File: src/rtl/flash_arb_if.sv
// Requester and flash-macro bundle for flash_arb.
// slave: the arbiter side; master: requesters plus the flash macro.
interface flash_arb_if #(
    parameter int AW = 12,
    parameter int DW = 32
);
    logic [1:0]          req_valid_i;
    logic [1:0]          req_ready_o;
    logic [1:0][1:0]     req_op_i;
    logic [1:0][AW-1:0]  req_addr_i;
    logic [1:0][DW-1:0]  req_wdata_i;
    logic [1:0]          rsp_valid_o;
    logic [1:0]          rsp_ready_i;
    logic [DW-1:0]       rsp_rdata_o;
    logic                rsp_err_o;
    logic                flash_req_o;
    logic [1:0]          flash_op_o;
    logic [AW-1:0]       flash_addr_o;
    logic [DW-1:0]       flash_wdata_o;
    logic                flash_done_i;
    logic [DW-1:0]       flash_rdata_i;

    modport slave (
        input  req_valid_i, req_op_i, req_addr_i, req_wdata_i,
        input  rsp_ready_i, flash_done_i, flash_rdata_i,
        output req_ready_o, rsp_valid_o, rsp_rdata_o, rsp_err_o,
        output flash_req_o, flash_op_o, flash_addr_o, flash_wdata_o
    );

    modport master (
        output req_valid_i, req_op_i, req_addr_i, req_wdata_i,
        output rsp_ready_i, flash_done_i, flash_rdata_i,
        input  req_ready_o, rsp_valid_o, rsp_rdata_o, rsp_err_o,
        input  flash_req_o, flash_op_o, flash_addr_o, flash_wdata_o
    );
endinterface

File: src/rtl/flash_arb.sv
// Two-port round-robin arbiter in front of a single flash macro.
// Optional FLASH_ARB_TIMEOUT_EN aborts a stuck flash op after TimeoutCyc.
module flash_arb #(
    parameter int NumBanks     = 2,
    parameter int PagesPerBank = 8,
    parameter int WordsPerPage = 256,
    parameter int DW           = 32,
    parameter int TimeoutCyc   = 1024
) (
    input logic       clk_i,
    input logic       rst_i,
    flash_arb_if.slave bus
);
    localparam int AW    = $clog2(NumBanks * PagesPerBank * WordsPerPage);
    localparam int WBits = $clog2(WordsPerPage);
    localparam logic [AW-1:0] PageMask = {AW{1'b1}} << WBits;

    localparam logic [1:0] OpRead  = 2'd0;
    localparam logic [1:0] OpErase = 2'd2;
    localparam logic [1:0] OpRsvd  = 2'd3;

    typedef enum logic [1:0] {IDLE, WAIT, RESP} state_t;

    state_t          state;
    logic            last;
    logic            port;
    logic            win;
    logic            grant;
    logic [1:0]      ready;
    logic [1:0]      gop;
    logic [AW-1:0]   gaddr;
    logic            freq;
    logic [1:0]      fop;
    logic [AW-1:0]   faddr;
    logic [DW-1:0]   fwdata;
    logic [1:0]      rvalid;
    logic [DW-1:0]   rdata;
    logic            rerr;

`ifdef FLASH_ARB_TIMEOUT_EN
    localparam int CW = $clog2(TimeoutCyc + 1);
    logic [CW-1:0] cnt;
`endif

    // Pick the winner: sole requester, else the port not granted last.
    always_comb begin
        win = 1'b0;
        case (bus.req_valid_i)
            2'b01:   win = 1'b0;
            2'b10:   win = 1'b1;
            2'b11:   win = ~last;
            default: win = 1'b0;
        endcase
    end

    // Only the winner sees ready, and only while idle and out of reset.
    always_comb begin
        ready = 2'b00;
        if (state == IDLE && !rst_i && |bus.req_valid_i)
            ready[win] = 1'b1;
    end

    assign grant = |(bus.req_valid_i & ready);
    assign gop   = bus.req_op_i[win];
    assign gaddr = bus.req_addr_i[win];

    assign bus.req_ready_o   = ready;
    assign bus.rsp_valid_o   = rvalid;
    assign bus.rsp_rdata_o   = rdata;
    assign bus.rsp_err_o     = rerr;
    assign bus.flash_req_o   = freq;
    assign bus.flash_op_o    = fop;
    assign bus.flash_addr_o  = faddr;
    assign bus.flash_wdata_o = fwdata;

    // Main FSM with registered flash command and response outputs.
    always_ff @(posedge clk_i or posedge rst_i) begin
        if (rst_i) begin
            state  <= IDLE;
            last   <= 1'b1;
            port   <= 1'b0;
            freq   <= 1'b0;
            fop    <= '0;
            faddr  <= '0;
            fwdata <= '0;
            rvalid <= '0;
            rdata  <= '0;
            rerr   <= 1'b0;
`ifdef FLASH_ARB_TIMEOUT_EN
            cnt    <= '0;
`endif
        end else begin
            unique case (state)
                IDLE: begin
                    if (grant) begin
                        port <= win;
                        last <= win;
                        if (gop == OpRsvd) begin
                            rvalid      <= '0;
                            rvalid[win] <= 1'b1;
                            rdata       <= '0;
                            rerr        <= 1'b1;
                            state       <= RESP;
                        end else begin
                            freq   <= 1'b1;
                            fop    <= gop;
                            faddr  <= (gop == OpErase) ? (gaddr & PageMask)
                                                       : gaddr;
                            fwdata <= bus.req_wdata_i[win];
                            state  <= WAIT;
`ifdef FLASH_ARB_TIMEOUT_EN
                            cnt    <= '0;
`endif
                        end
                    end
                end
                WAIT: begin
                    if (bus.flash_done_i) begin
                        freq         <= 1'b0;
                        rdata        <= (fop == OpRead) ? bus.flash_rdata_i
                                                        : '0;
                        rerr         <= 1'b0;
                        rvalid       <= '0;
                        rvalid[port] <= 1'b1;
                        state        <= RESP;
`ifdef FLASH_ARB_TIMEOUT_EN
                    end else if (cnt == CW'(TimeoutCyc - 1)) begin
                        freq         <= 1'b0;
                        rdata        <= '0;
                        rerr         <= 1'b1;
                        rvalid       <= '0;
                        rvalid[port] <= 1'b1;
                        state        <= RESP;
                    end else begin
                        cnt <= cnt + 1'b1;
`endif
                    end
                end
                RESP: begin
                    if (bus.rsp_ready_i[port]) begin
                        rvalid <= '0;
                        state  <= IDLE;
                    end
                end
                default: state <= IDLE;
            endcase
        end
    end
endmodule
File: src/flat_wrapper.sv
// flat-port wrapper written by rule: the top's interface ports become plain ports
module flash_arb_flat 
#(
    parameter int NumBanks     = 2,
    parameter int PagesPerBank = 8,
    parameter int WordsPerPage = 256,
    parameter int DW           = 32,
    parameter int TimeoutCyc   = 1024
)
  (clk_i, rst_i, bus_req_valid_i, bus_req_op_i, bus_req_addr_i, bus_req_wdata_i, bus_rsp_ready_i, bus_flash_done_i, bus_flash_rdata_i, bus_req_ready_o, bus_rsp_valid_o, bus_rsp_rdata_o, bus_rsp_err_o, bus_flash_req_o, bus_flash_op_o, bus_flash_addr_o, bus_flash_wdata_o);
  flash_arb_if #(.DW(DW)) bus_i ();
  input logic clk_i;
  input logic rst_i;
  input wire logic [$bits(bus_i.req_valid_i)-1:0] bus_req_valid_i;
  input wire logic [$bits(bus_i.req_op_i)-1:0] bus_req_op_i;
  input wire logic [$bits(bus_i.req_addr_i)-1:0] bus_req_addr_i;
  input wire logic [$bits(bus_i.req_wdata_i)-1:0] bus_req_wdata_i;
  input wire logic [$bits(bus_i.rsp_ready_i)-1:0] bus_rsp_ready_i;
  input wire logic [$bits(bus_i.flash_done_i)-1:0] bus_flash_done_i;
  input wire logic [$bits(bus_i.flash_rdata_i)-1:0] bus_flash_rdata_i;
  output wire logic [$bits(bus_i.req_ready_o)-1:0] bus_req_ready_o;
  output wire logic [$bits(bus_i.rsp_valid_o)-1:0] bus_rsp_valid_o;
  output wire logic [$bits(bus_i.rsp_rdata_o)-1:0] bus_rsp_rdata_o;
  output wire logic [$bits(bus_i.rsp_err_o)-1:0] bus_rsp_err_o;
  output wire logic [$bits(bus_i.flash_req_o)-1:0] bus_flash_req_o;
  output wire logic [$bits(bus_i.flash_op_o)-1:0] bus_flash_op_o;
  output wire logic [$bits(bus_i.flash_addr_o)-1:0] bus_flash_addr_o;
  output wire logic [$bits(bus_i.flash_wdata_o)-1:0] bus_flash_wdata_o;
  assign bus_i.req_valid_i = bus_req_valid_i;
  assign bus_i.req_op_i = bus_req_op_i;
  assign bus_i.req_addr_i = bus_req_addr_i;
  assign bus_i.req_wdata_i = bus_req_wdata_i;
  assign bus_i.rsp_ready_i = bus_rsp_ready_i;
  assign bus_i.flash_done_i = bus_flash_done_i;
  assign bus_i.flash_rdata_i = bus_flash_rdata_i;
  assign bus_req_ready_o = bus_i.req_ready_o;
  assign bus_rsp_valid_o = bus_i.rsp_valid_o;
  assign bus_rsp_rdata_o = bus_i.rsp_rdata_o;
  assign bus_rsp_err_o = bus_i.rsp_err_o;
  assign bus_flash_req_o = bus_i.flash_req_o;
  assign bus_flash_op_o = bus_i.flash_op_o;
  assign bus_flash_addr_o = bus_i.flash_addr_o;
  assign bus_flash_wdata_o = bus_i.flash_wdata_o;
  flash_arb #(.NumBanks(NumBanks), .PagesPerBank(PagesPerBank), .WordsPerPage(WordsPerPage), .DW(DW), .TimeoutCyc(TimeoutCyc)) u_core (.clk_i(clk_i), .rst_i(rst_i), .bus(bus_i));
endmodule
File: config.mk
export PLATFORM = sky130hd
export DESIGN_NAME = flash_arb_flat
export DESIGN_NICKNAME = d
export VERILOG_FILES = /design/src/rtl/flash_arb_if.sv /design/src/rtl/flash_arb.sv /design/src/flat_wrapper.sv
export SDC_FILE = /design/constraint.sdc
export NUM_CORES = 1
export LEC_CHECK = 0
export BUFFER_PORTS_ARGS = -buffer_cell sky130_fd_sc_hd__clkbuf_2
export CAP_MARGIN = 30
export CORE_MARGIN = 2
export CORE_UTILIZATION = 45
export DETAILED_ROUTE_END_ITERATION = 6
export PLACE_DENSITY = 0.86
export SETUP_SLACK_MARGIN = 0.5
export SYNTH_ARGS = -nofsm -noshare
export SYNTH_HDL_FRONTEND = slang
export SYNTH_SLANG_ARGS = --single-unit
File: constraint.sdc
create_clock -name clk_i -period 4 [get_ports clk_i]
set_input_delay 0.6 -clock clk_i [delete_from_list [all_inputs] [get_ports clk_i]]
set_output_delay 0.6 -clock clk_i [all_outputs]
set_load 0.01 [all_outputs]
==> flow_metrics.py <==
metrics = {
    "status": {
        "status": "finished, final reports clean",
    },
    "logic_synthesis": {
        "synth_top_area_share_pct": 54.2,
        "synthArstFlopShare_pct": 100,
        "yosys.area.top_type": "dfrtp_1",
        "synth_warnings": 0,
        "avgSynthCellArea_um2": 10.7,
        "synth_edf_count": 0,
        "ys_types": 30,
        "synth_fp_nets": 501,
        "postSynthCellCount": 367,
        "ys.flop_type": "dfrtp_1",
        "synth-seq-area-share_pct": 54.9,
        "yosysMostFrequentCell": "nand2_1",
        "syn_area_um2": 3920,
        "synthTopCellsByArea": "dfrtp_1 (54%), mux2_2 (11%), nand2_1 (11%)",
        "synth_common_cells": "nand2_1 (113), dfrtp_1 (85), mux2_2 (38)",
        "ys_ff_latch": 86,
    },
    "global_route": {
        "grt_max_degree": 51,
        "grt_pass1_wl_um": 16700,
        "grt_antenna_before_repair": 0,
        "grt_usage_pct": 21.6,
        "grt_pass1_vias": 3654,
        "grt_overflow": 0,
    },
    "die": {
        "die_area_um2": 9480,
        "initial_utilization_pct": 45.6,
        "rows": 34,
        "coreArea_um2": 8590,
        "die_h_um": 97.4,
        "ios": 215,
        "die_w_um": 97.4,
    },
    "critical_path": {
        "r2r-start": "u_core.state[0]$_DFFE_PP0P_",
        "critPathMaxFanout": 32,
        "cp-start-kind": "register",
        "cp_slowest_cell": "buf_4",
        "cp.buffers_inverters": 3,
        "path_cells": "inv_1, ha_1, inv_1, or2_1, a311oi_4, buf_4, mux2_2",
        "slowest_delay_ns": 0.45,
        "crit_type": "register to register",
        "endpoint_kind": "register",
        "worstPathRequired_ns": 4.22,
        "ff2ff_path_depth": 7,
        "arrival_ns": 2.87,
        "cpLargestDelayFamily": "buffers and inverters",
        "rrSetupSlack_ns": 1.35,
        "path_common_cell": "inv_1",
        "worst_r2r_endpoint": "u_core.bus.flash_wdata_o[2]$_DFFE_PP0P_",
    },
    "drt": {
        "drt-pass1-iter-count": 4,
        "wl_um": 9970,
        "drt_iter0_drc": 78,
        "vias": 3525,
        "drc": 0,
        "wl_per_cell_um": 14.5,
        "vias_per_cell": 5.11,
        "drtAntennaViolNets": 0,
    },
    "min_path": {
        "hold_path_class": "primary input to async pin",
    },
    "cells_and_area": {
        "n_antenna_cell": 0,
        "nNetsFinal": 711,
        "syn2layout_area_growth_pct": 34.7,
        "drive_gt1_share_pct": 47.6,
    },
    "cts": {
        "cts_buffers": 9,
        "ctsResizeCount": 0,
        "h-tree-depth": 3,
        "clock_latency_ns": 0.34,
        "clock-sinks": 86,
        "cts_root_buffer": "clkbuf_8",
        "cts_tree": "done",
        "ctsHoldBuffers": 0,
        "clk_pin_slew_ns": 0.08,
        "ctsLongestPathBuffers": 2,
        "cts_setup_buffers": 0,
    },
    "timing": {
        "period_share_pct": 66.3,
        "post-route-min-period_ns": 2.65,
        "setup_ws_ns": 1.35,
        "finalMaxSlewViolations": 0,
        "finalHoldViolCount": 0,
        "max_clock_freq_mhz": 377,
        "setup_viol": 0,
        "tns_ns": 0,
        "grt_setup_unrepaired": "false",
        "fin_skew_ns": 0.00904,
        "relSlewSlack_pct": 44.3,
        "tightest_slew_ns": 0.834,
    },
    "power": {
        "ir_drop_v": 0.000433,
        "p_leak_nw": 2.99,
        "p_per_area_nw_per_um2": 712,
    },
    "placed_design": {
        "numPortBuffers": 214,
        "dp_hpwl_um": 7640,
        "globalplace.congestion": 0.854,
        "place_ws_ns": 1.12,
    },
    "run": {
        "cap_violations": 0,
    },
}
==> logic make-up after synthesis <==
| group | count (synthesis) | share of synthesized area, % |
|---|---|---|
| compound gates | 64 | 13.1 |
| buf+inv | 36 | 4.40 |
| flops | 86 | 54.9 |
| mux | 49 | 13.7 |
| fa+ha+maj | 3 | 0.957 |
| simple gates | 129 | 12.9 |
==> how the worst max path moves through the flow <==
| stage | from | endpoint | slack (ns) | cells past startpoint |
|---|---|---|---|---|
| floorplan | rst_i | u_core.bus.flash_addr_o[0]$_DFFE_PP0P_ | 1.18 | 1 |
| global placement | bus_req_valid_i[1] | u_core.bus.flash_addr_o[8]$_DFFE_PP0P_ | 1.24 | 5 |
| detailed placement | bus_req_valid_i[0] | u_core.bus.flash_wdata_o[2]$_DFFE_PP0P_ | 1.12 | 5 |
| CTS | u_core.last$_DFFE_PP1P_ | bus_req_ready_o[1] | 1.18 | 3 |
| global route | u_core.state[0]$_DFFE_PP0P_ | u_core.bus.flash_wdata_o[2]$_DFFE_PP0P_ | 1.14 | 7 |
| finish | u_core.state[0]$_DFFE_PP0P_ | u_core.bus.flash_wdata_o[2]$_DFFE_PP0P_ | 1.35 | 7 |
==> worst reg2reg max path, stage by stage (launching register included) <==
cell and delay (ns):
dfrtp_1 0.42, inv_1 0.09, ha_1 0.33, inv_1 0.09, or2_1 0.33, a311oi_4 0.40, buf_4 0.45, mux2_2 0.41
==> power breakdown <==
| group | internal [W] | leakage [nW] | total [W] | switching (W) |
|---|---|---|---|---|
| logic | 0.000787 | 1.80 | 0.00164 | 0.000856 |
| registers | 0.00129 | 1.10 | 0.00154 | 0.000252 |
| clock network | 0.000288 | 0.0904 | 0.000579 | 0.000292 |
==> routing by layer <==
layer	share of wire [%]	track usage [%]	routed length, um
met5	0	0	0
met4	1.7	6.94	170
met3	6.8	5.04	677
met2	51	38.5	5110
met1	40	25.9	4010
==> placed cells by master, fill, tap and decap left out, types with 2 or more instances in the layout <==
cell type,synthesis,layout
nand3_1,5,5
ha_1,3,3
o21ai_0,5,5
a22o_1,32,32
buf_4,0,5
nor2_1,6,6
a21boi_0,4,4
mux2i_1,11,11
clkbuf_8,0,9
nor2b_1,2,2
clkbuf_2,0,214
dfrtp_1,85,85
o22ai_1,9,9
clkinv_2,0,3
inv_1,14,13
a21oi_1,3,3
clkbuf_1,12,3
a21o_1,3,3
nand2_1,113,113
mux2_2,38,38
==> per-stage QoR <==
| stage | cell area (um^2) | std cells | total power [W] | hold WS (ns) | util, % |
|---|---|---|---|---|---|
| floorplan | 3920 | 367 | 0.00251 | 0.508 | - |
| global placement | 5050 | 672 | 0.00311 | 0.487 | 58.8 |
| detailed placement | 5050 | 672 | 0.00320 | 0.493 | 58.8 |
| CTS | 5240 | 688 | 0.00378 | 0.402 | 60.9 |
| global route | 5290 | 690 | 0.00403 | 0.441 | 61.5 |
| finish | 5290 | 690 | 0.00376 | 0.385 | 61.5 |
==> flip-flops by register name, indices dropped and copies added (netlist names), 2 cells and up <==
signal and flops:
u_core.bus.rsp_valid_o 2, u_core.bus.flash_addr_o 12, u_core.bus.rsp_rdata_o 32, u_core.bus.flash_op_o 2, u_core.bus.flash_wdata_o 32, u_core.state 2
==> layout make-up <==
| type | instances | area, um^2 |
|---|---|---|
| flip-flops and latches | 86 | 2150 |
| multi-input cells | 245 | 1600 |
| inverters | 14 | 53.8 |
| fillers | 714 | 3310 |
| clock inverters | 4 | 47.5 |
| repair buffers | 221 | 1160 |
| clock buffers | 12 | 135 |
| well taps | 108 | 135 |
No activity file was read; power rests on OpenSTA's default activity.
